$ cat src/rtl/mem_arb_pkg.sv
// Shared types and default sizing for the program/data memory arbiter.
package mem_arb_pkg;

   localparam int ADDR_W_DEF     = 8;
   localparam int DATA_W_DEF     = 8;
   localparam int MAX_STREAK_DEF = 4;

   typedef enum logic {ARB, LOCKED} arb_state_t;

   typedef enum logic [1:0] {SEL_NONE, SEL_C, SEL_D} port_sel_t;

endpackage

$ cat src/rtl/mem_arbiter.sv
// Single-port memory arbiter between CPU port C and loader port D; grants are
// combinational (0 cycles), read data returns 1 cycle later, losers are stalled.
module mem_arbiter
   import mem_arb_pkg::*;
#(
   parameter int ADDR_W     = ADDR_W_DEF,
   parameter int DATA_W     = DATA_W_DEF,
   parameter int MAX_STREAK = MAX_STREAK_DEF
) (
   input  logic              i_clk,
   input  logic              i_rst,
   input  logic              i_c_req,
   input  logic              i_c_we,
   input  logic [ADDR_W-1:0] i_c_addr,
   input  logic [DATA_W-1:0] i_c_wdata,
   input  logic              i_d_req,
   input  logic              i_d_we,
   input  logic [ADDR_W-1:0] i_d_addr,
   input  logic [DATA_W-1:0] i_d_wdata,
   input  logic              i_d_lock,
   output logic              o_c_gnt,
   output logic              o_d_gnt,
   output logic              o_c_rvalid,
   output logic              o_d_rvalid,
   output logic [DATA_W-1:0] o_rdata,
   output logic              o_c_stall,
   output logic              o_mem_en,
   output logic              o_mem_we,
   output logic [ADDR_W-1:0] o_mem_addr,
   output logic [DATA_W-1:0] o_mem_wdata,
   input  logic [DATA_W-1:0] i_mem_rdata
);

   localparam int              SW         = $clog2(MAX_STREAK + 1);
   localparam logic [SW-1:0]   STREAK_MAX = SW'(MAX_STREAK);

   arb_state_t    state, state_nxt;
   logic [SW-1:0] streak, streak_nxt;
   port_sel_t     sel;

   always_ff @(posedge i_clk) begin
      if (i_rst) begin
         state      <= ARB;
         streak     <= '0;
         o_c_rvalid <= 1'b0;
         o_d_rvalid <= 1'b0;
      end else begin
         state      <= state_nxt;
         streak     <= streak_nxt;
         o_c_rvalid <= o_c_gnt & ~i_c_we;
         o_d_rvalid <= o_d_gnt & ~i_d_we;
      end
   end

   // Under contention C wins until it has taken MAX_STREAK grants in a row.
   always_comb begin
      sel = SEL_NONE;
      if (state == LOCKED) begin
         if (i_d_req) sel = SEL_D;
      end else if (i_c_req && i_d_req) begin
         sel = (streak == STREAK_MAX) ? SEL_D : SEL_C;
      end else if (i_c_req) begin
         sel = SEL_C;
      end else if (i_d_req) begin
         sel = SEL_D;
      end
   end

   always_comb begin
      o_c_gnt     = (sel == SEL_C);
      o_d_gnt     = (sel == SEL_D);
      o_c_stall   = i_c_req & ~o_c_gnt;
      o_mem_en    = o_c_gnt | o_d_gnt;
      o_mem_we    = 1'b0;
      o_mem_addr  = '0;
      o_mem_wdata = '0;
      case (sel)
         SEL_C: begin
            o_mem_we    = i_c_we;
            o_mem_addr  = i_c_addr;
            o_mem_wdata = i_c_wdata;
         end
         SEL_D: begin
            o_mem_we    = i_d_we;
            o_mem_addr  = i_d_addr;
            o_mem_wdata = i_d_wdata;
         end
         default: ;
      endcase
   end

   always_comb begin
      state_nxt = state;
      case (state)
         ARB:     if (o_d_gnt && i_d_lock) state_nxt = LOCKED;
         LOCKED:  if (!i_d_lock) state_nxt = ARB;
         default: state_nxt = ARB;
      endcase
   end

   always_comb begin
      streak_nxt = streak;
      if (o_d_gnt || !i_d_req) begin
         streak_nxt = '0;
      end else if (o_c_gnt && streak != STREAK_MAX) begin
         streak_nxt = streak + 1'b1;
      end
   end

   assign o_rdata = i_mem_rdata;

endmodule

$ cat config.mk
export PLATFORM = sky130hd
export DESIGN_NAME = mem_arbiter
export DESIGN_NICKNAME = d
export VERILOG_FILES = /design/src/rtl/mem_arb_pkg.sv /design/src/rtl/mem_arbiter.sv
export SDC_FILE = /design/constraint.sdc
export NUM_CORES = 1
export LEC_CHECK = 0
export CAP_MARGIN = 20
export CORE_ASPECT_RATIO = 1.1
export CORE_MARGIN = 10
export CORE_UTILIZATION = 25
export CTS_BUF_LIST = sky130_fd_sc_hd__clkbuf_4
export DETAILED_ROUTE_END_ITERATION = 12
export GPL_TIMING_DRIVEN = 0
export MAX_ROUTING_LAYER = met4
export PLACE_DENSITY = 0.85
export SETUP_SLACK_MARGIN = 0.15
export SLEW_MARGIN = 25
export SYNTH_ARGS = -nofsm -noshare
export SYNTH_HDL_FRONTEND = slang
export SYNTH_SLANG_ARGS = --single-unit
$ cat constraint.sdc
create_clock -name i_clk -period 2.1 [get_ports i_clk]
set_input_delay 0.42 -clock i_clk [delete_from_list [all_inputs] [get_ports i_clk]]
set_output_delay 0.42 -clock i_clk [all_outputs]
set_load 0.01 [all_outputs]
==> reports/summary.txt, run 1 <==
Max Root-Sink Buffers - 2
DR pass1 iterations - 4
Clk slew on worst S/H paths - 50 ps
Number of flops mapped to enable cells by yosys - 0
Setup crit end - o_mem_wdata[6]
Die H - 73.8 um
Critical path's top delay family - buffers and inverters
Failing checks - setup timing
Latest clock arrival within the worst-skew pair - 250 ps
Register bit total from synthesis - 6
RR Endpoint - streak[1]
Setup slack, reg-to-reg - 300 ps
Mapped Area - 657 sq um
Routed Antenna Nets - 0
Max-Cap Viols - 0
Period utilisation layout - 1.14
Clk root buf - clkbuf_4
Reg2reg start - streak[0]
R2R depth - 8
Ys async rst share - 0
Post-synthesis sequential area ratio - 0.183
Bufs and invs on worst path - 4
Initial antenna violation count - 0
Post-synth top cells - 19 x nor2_1, 17 x a22oi_1, 10 x buf_4, 6 x dfxtp_1, 5 x ha_1
Placed Cells incl. Taps - 184
Pins over their slew limit - 0
Largest net degree at the start of global routing - 11
Routability Congestion - 0.821
Largest cells by area after synthesis - a22oi_1 19%, dfxtp_1 18%, buf_4 11%, nor2_1 11%, ha_1 9.5%
RSZ-0062 raised after global routing - yes
Post-place setup slack - -825 ps
Setup Skew - 3.95 ps
Post-Route Utilization - 0.652
DP HPWL - 2530 um
Via-to-Cell Ratio - 4.78
Nets - 224
Largest area contributor in the netlist - a22oi_1
Synth unique cells - 22
Setup violators final - 20
Hold Startpoint - state
Most used cell, CP - buf_8
Final count of hold timing violations - 0
Power per cell area - 333 nW/um^2
DR WL/cell - 16.7 um
Critical path class - reg -> out
CTS Sinks - 6
Vias in the first global route - 1030
Filler-free cell count of the finished design - 201
Row cnt - 19
Predominant post-synthesis flop cell - dfxtp_1
Post-route setup slack - -295 ps
Critical path fanouts, max - 8
Mean Syn Cell Area - 7.82 sq um
Syn Nets - 136
Port bufs - 69
DR vias - 960
Ratio of cells with drive above 1 in the final layout - 0.482
Crit end category - primary output
Crit-path cells - inv_2 -> ha_4 -> and2_4 -> o21a_1 -> ha_2 -> buf_8 -> buf_8 -> a22oi_2 -> nor2_1 -> buf_2
Fin Hold WS - 497 ps
Gate Count Post-Synth - 84
Max Clock Freq - 0.417 GHz
Initial Utilization - 0.263
Register area - 123 sq um
GRT Overall Usage - 0.126
Critical Path Source - streak[0]
First-pass GRT wire length - 4890 um
DRC - 0
Hold Buf Count CTS - 0
CTS H-tree lvls - 1
Area of the multi-input gates - 546 sq um
Rel. slew slack - 0.787
Area share of the leading cell type in the synthesized netlist - 0.194
Slowest CP cell - dfxtp_2
Fillers - 199
TritonCTS Buffers - 3
CTS tree - done
Antenna Cells - 0
Die X - 68.9 um
Gr ovfl total - 0
VDD IR max - 0.230 mV
Crit path DAT - 1980 ps
Worst path depth - 10
Critical Path RT - 1680 ps
Total I/O pin count - 78
Core Region - 2500 sq um
Most numerous cell in the Yosys netlist - nor2_1
Min Tclk post-route - 2400 ps
Worst slew pin tran - 319 ps
DR iter-0 viols - 57
Synth Warn # - 0
Die area - 5080 sq um
Routed wire length - 3350 um
Layout area overhead - 148%
Startpoint types - flop
Critical path's largest stage delay - 330 ps
Min-delay worst type - reg -> reg
Static Leak - 0.702 nW
Status - finished with violations
==> layer usage <==
layer,track usage,share of wire,vias to the layer above
li1,-,-,468
met4,0.0351,0.013,0
met3,0.0380,0.083,8
met1,0.119,0.32,437
met2,0.236,0.58,47
met5,-,0,-
==> final cells by class <==
type	instances	area share
sequential	6	0.0754
multi-input combinational	61	0.335
clock buffer	3	0.0138
timing repair buffer	83	0.459
buffer	14	0.0854
tap	31	0.0238
inverter	3	0.00692
==> power breakdown <==
group / internal (mW) / leakage (nW) / switching [mW] / total, mW
Clock: 0.0649 / 0.0138 / 0.0458 / 0.111
Sequential: 0.117 / 0.0496 / 0.00133 / 0.118
Combinational: 0.190 / 0.639 / 0.123 / 0.313
==> worst min-delay path by stage <==
stage / depth (start not counted) / end / slack, ps
after floorplan: 2 / state / 470
after global placement: 2 / state / 480
after detailed placement: 2 / state / 490
after CTS: 2 / state / 500
after global routing: 2 / state / 530
final: 2 / state / 500
==> state kept, by name, indices dropped and copies added (netlist names) <==
name,cells
state,1
o_c_rvalid,1
streak,3
o_d_rvalid,1
==> worst register-to-register path, delay by kind of cell (launching register included) <==
family	cells	cell delay, ps
multiplexers	1	350
flip-flops	1	330
AND/OR/NAND/NOR	1	170
adder cells (fa/ha/maj)	2	310
AO/OA/AOI/OAI	2	350
buffers and inverters	2	170
==> what timing repair did <==
| item | CTS | global route |
|---|---|---|
| pin swaps | 8 | 6 |
| cloned | 1 | 0 |
| setup endpoints to repair | 21 | 21 |
| resized for setup | 103 | 11 |
| buffers inserted | 9 | 4 |
==> logic make-up after synthesis <==
group	share of synthesized area
AO/OA/AOI/OAI	0.257
multiplexers	0.0343
buffers and inverters	0.162
flip-flops	0.183
AND/OR/NAND/NOR	0.269
adder cells (fa/ha/maj)	0.0952
==> placed cells by master (no fill, tap or decap), types with 4 or more instances in the layout <==
cell              n
a22oi_2          14
buf_4            19
dfxtp_1           4
buf_6             5
nor2_1           17
clkdlybuf4s50_1  46
buf_2            17
==> through the flow <==
| step | power [mW] | TNS, ps | cell area [sq um] |
|---|---|---|---|
| detailed placement | 0.394 | -14770 | 1430 |
| floorplan | 0.231 | 0 | 701 |
| CTS | 0.523 | -4440 | 1560 |
| finish | 0.542 | -4450 | 1630 |
| global route | 0.572 | -5970 | 1630 |
| global placement | 0.390 | -14290 | 1430 |
Power figures use the tool's default switching activity.
==> run 2, diff against run 1 <==
ABC_AREA = 1   (was not set)
CORE_UTILIZATION = 24   (was 25)
PLACE_DENSITY = 0.76   (was 0.85)
clock period = 2 ns   (was 2.1 ns; I/O delays follow)
==> reports/summary.txt, run 2 <==
Status - finished with violations
Failing checks - setup timing
Antenna Cells - 0
CTS Sinks - 6
Final count of hold timing violations - 0
Compound-Gate Fraction of Synth Area - 0.177
Max Clock Freq - 0.429 GHz
Die area - 5190 sq um
Row cnt - 19
Clk root buf - clkbuf_4
Rel. slew slack - 0.853
Ys async rst share - 0
Die X - 69.6 um
Startpoint types - flop
Synth Warn # - 0
Simple logic cell fraction of the synthesized area - 0.310
Latest clock arrival within the worst-skew pair - 250 ps
Max FFs per register - 3
Most common cell after layout, fill and taps aside - clkdlybuf4s50_1
Filler-free cell count of the finished design - 237
Fillers - 179
Seq pwr share - 0.177
TritonCTS Buffers - 3
DP HPWL - 2790 um
Setup Skew - 1.79 ps
Crit path DAT - 1930 ps
Hold Buf Count CTS - 0
Critical path's largest stage delay - 320 ps
Crit end category - primary output
Vias in the first global route - 1231
Post-place setup slack - -846 ps
Initial antenna violation count - 0
Most frequent cells in the layout - 46 x clkdlybuf4s50_1, 31 x nand2_1, 21 x buf_4
Core Region - 2540 sq um
Placed Cells incl. Taps - 210
Post-synthesis sequential area ratio - 0.185
Crit-path cells - inv_2 -> ha_4 -> nand2_4 -> a31oi_4 -> inv_2 -> ha_4 -> buf_8 -> buf_12 -> buf_8 -> a21oi_4 -> buf_6
First-pass GRT wire length - 5870 um
Min-delay worst type - reg -> reg
Number of flops mapped to enable cells by yosys - 0
Most numerous cell in the Yosys netlist - nand2_1
Post-synth top cells - 41 x nand2_1, 20 x a21oi_1, 12 x inv_1, 9 x buf_4, 6 x dfxtp_1
Setup violators final - 20
DRC - 0
Register area - 123 sq um
Power per cell area - 356 nW/um^2
Post-route setup slack - -332 ps
Largest area contributor in the netlist - nand2_1
Ratio of cells with drive above 1 in the final layout - 0.505
CTS H-tree lvls - 1
Clock share of power - 0.164
Synth unique cells - 15
RSZ-0062 raised after global routing - yes
Die H - 74.6 um
Critical path class - reg -> out
Psw - 0.225 mW
Max Root-Sink Buffers - 2
Biggest register - streak
Area share of the leading cell type in the synthesized netlist - 0.237
Initial Utilization - 0.255
Post-synthesis mux area share - 0
Synth Area in XOR/XNOR - 0
Slowest CP cell - dfxtp_2
Largest net degree at the start of global routing - 11
DR vias - 1083
GRT Overall Usage - 0.143
Routability Congestion - 0.776
DR WL/cell - 15.9 um
Routed wire length - 3780 um
Area of the multi-input gates - 622 sq um
Critical path fanouts, max - 7
Syn Nets - 162
Comb pwr share - 0.659
Nets - 260
Predominant post-synthesis flop cell - dfxtp_1
VDD IR max - 0.429 mV
Critical Path RT - 1600 ps
Post-synthesis adder-cell area fraction - 0.0963
Mapped Area - 649 sq um
Register bit total from synthesis - 6
Gr ovfl total - 0
Period utilisation layout - 1.17
Pins over their slew limit - 0
Gate Count Post-Synth - 110
Static Leak - 0.851 nW
CTS tree - done
P_int - 0.475 mW
Total I/O pin count - 78
Port bufs - 69
Largest cells by area after synthesis - nand2_1 24%, dfxtp_1 18%, a21oi_1 15%, buf_4 10%, ha_1 9.6%
Via-to-Cell Ratio - 4.57
DR pass1 iterations - 2
Worst slew pin tran - 220 ps
Setup slack, reg-to-reg - 240 ps
Layout area overhead - 202%
Largest family of logic cells by synthesized area - simple AND/OR/NAND/NOR gates
Routed Antenna Nets - 0
Switch share - 0.322
Mean Syn Cell Area - 5.90 sq um
Min Tclk post-route - 2330 ps
Max-Cap Viols - 0
DR iter-0 viols - 12
Clk slew on worst S/H paths - 40 ps
## run 2: area by class of cell
class / count / area share
Inverter: 12 / 0.0229
Timing Repair Buffer: 93 / 0.484
Tap cell: 31 / 0.0198
Clock buffer: 3 / 0.0115
Sequential cell: 6 / 0.0625
Buffer: 14 / 0.0822
Multi-Input combinational cell: 78 / 0.317
## run 2: power groups by stage
stage / Clock, mW / Combinational [mW] / Sequential (mW)
after detailed placement: 0 / 0.343 / 0.127
final: 0.115 / 0.461 / 0.124
after CTS: 0.118 / 0.434 / 0.124
after global placement: 0 / 0.337 / 0.126
after global routing: 0.125 / 0.490 / 0.124
after floorplan: 0 / 0.167 / 0.127
## run 2: cells by family (layout without fill, tap and decap cells)
family	count (synthesis)	count (layout)
buf+inv	26	122
fa+ha+maj	5	5
compound gates	22	22
flops	6	6
simple gates	51	51
## run 2: critical path: cells and delay by family, from the launching register on
kind,cells,cell delay (ps)
buf+inv,6,620
fa+ha+maj,2,390
flops,1,320
compound gates,2,310
simple gates,1,50
## run 2: metal layers
metal  track usage  vias up  share of wire
met5             -        -              0
met4        0.0604        0          0.016
met3        0.0306        7          0.052
met2         0.285       40           0.59
met1         0.130      500           0.34
li1              -      536              -
## run 2: path summary, 6_finish.rpt
check        startpoint        endpoint  cells after the start
max           streak[0]  o_mem_wdata[7]                     11
min           streak[1]       streak[1]                      2
max reg2reg   streak[1]       streak[2]                     13
min reg2reg   streak[1]       streak[1]                      2
## run 2: through the flow
step | TNS, ps | hold WS [ps] | util | cell area, sq um | power, mW
finish | -5060 | 489 | 0.772 | 1960 | 0.700
global route | -6890 | 510 | 0.772 | 1960 | 0.740
CTS | -4890 | 504 | 0.729 | 1850 | 0.676
detailed placement | -15730 | 470 | 0.627 | 1590 | 0.470
global placement | -15030 | 466 | 0.627 | 1590 | 0.463
floorplan | 0 | 455 | - | 865 | 0.294
## run 2: what timing repair did
item | CTS | global route
gates cloned | 3 | 0
endpoints found under the setup margin | 21 | 21
buffers inserted | 14 | 7
resized for setup | 121 | 16
pin swaps | 5 | 3
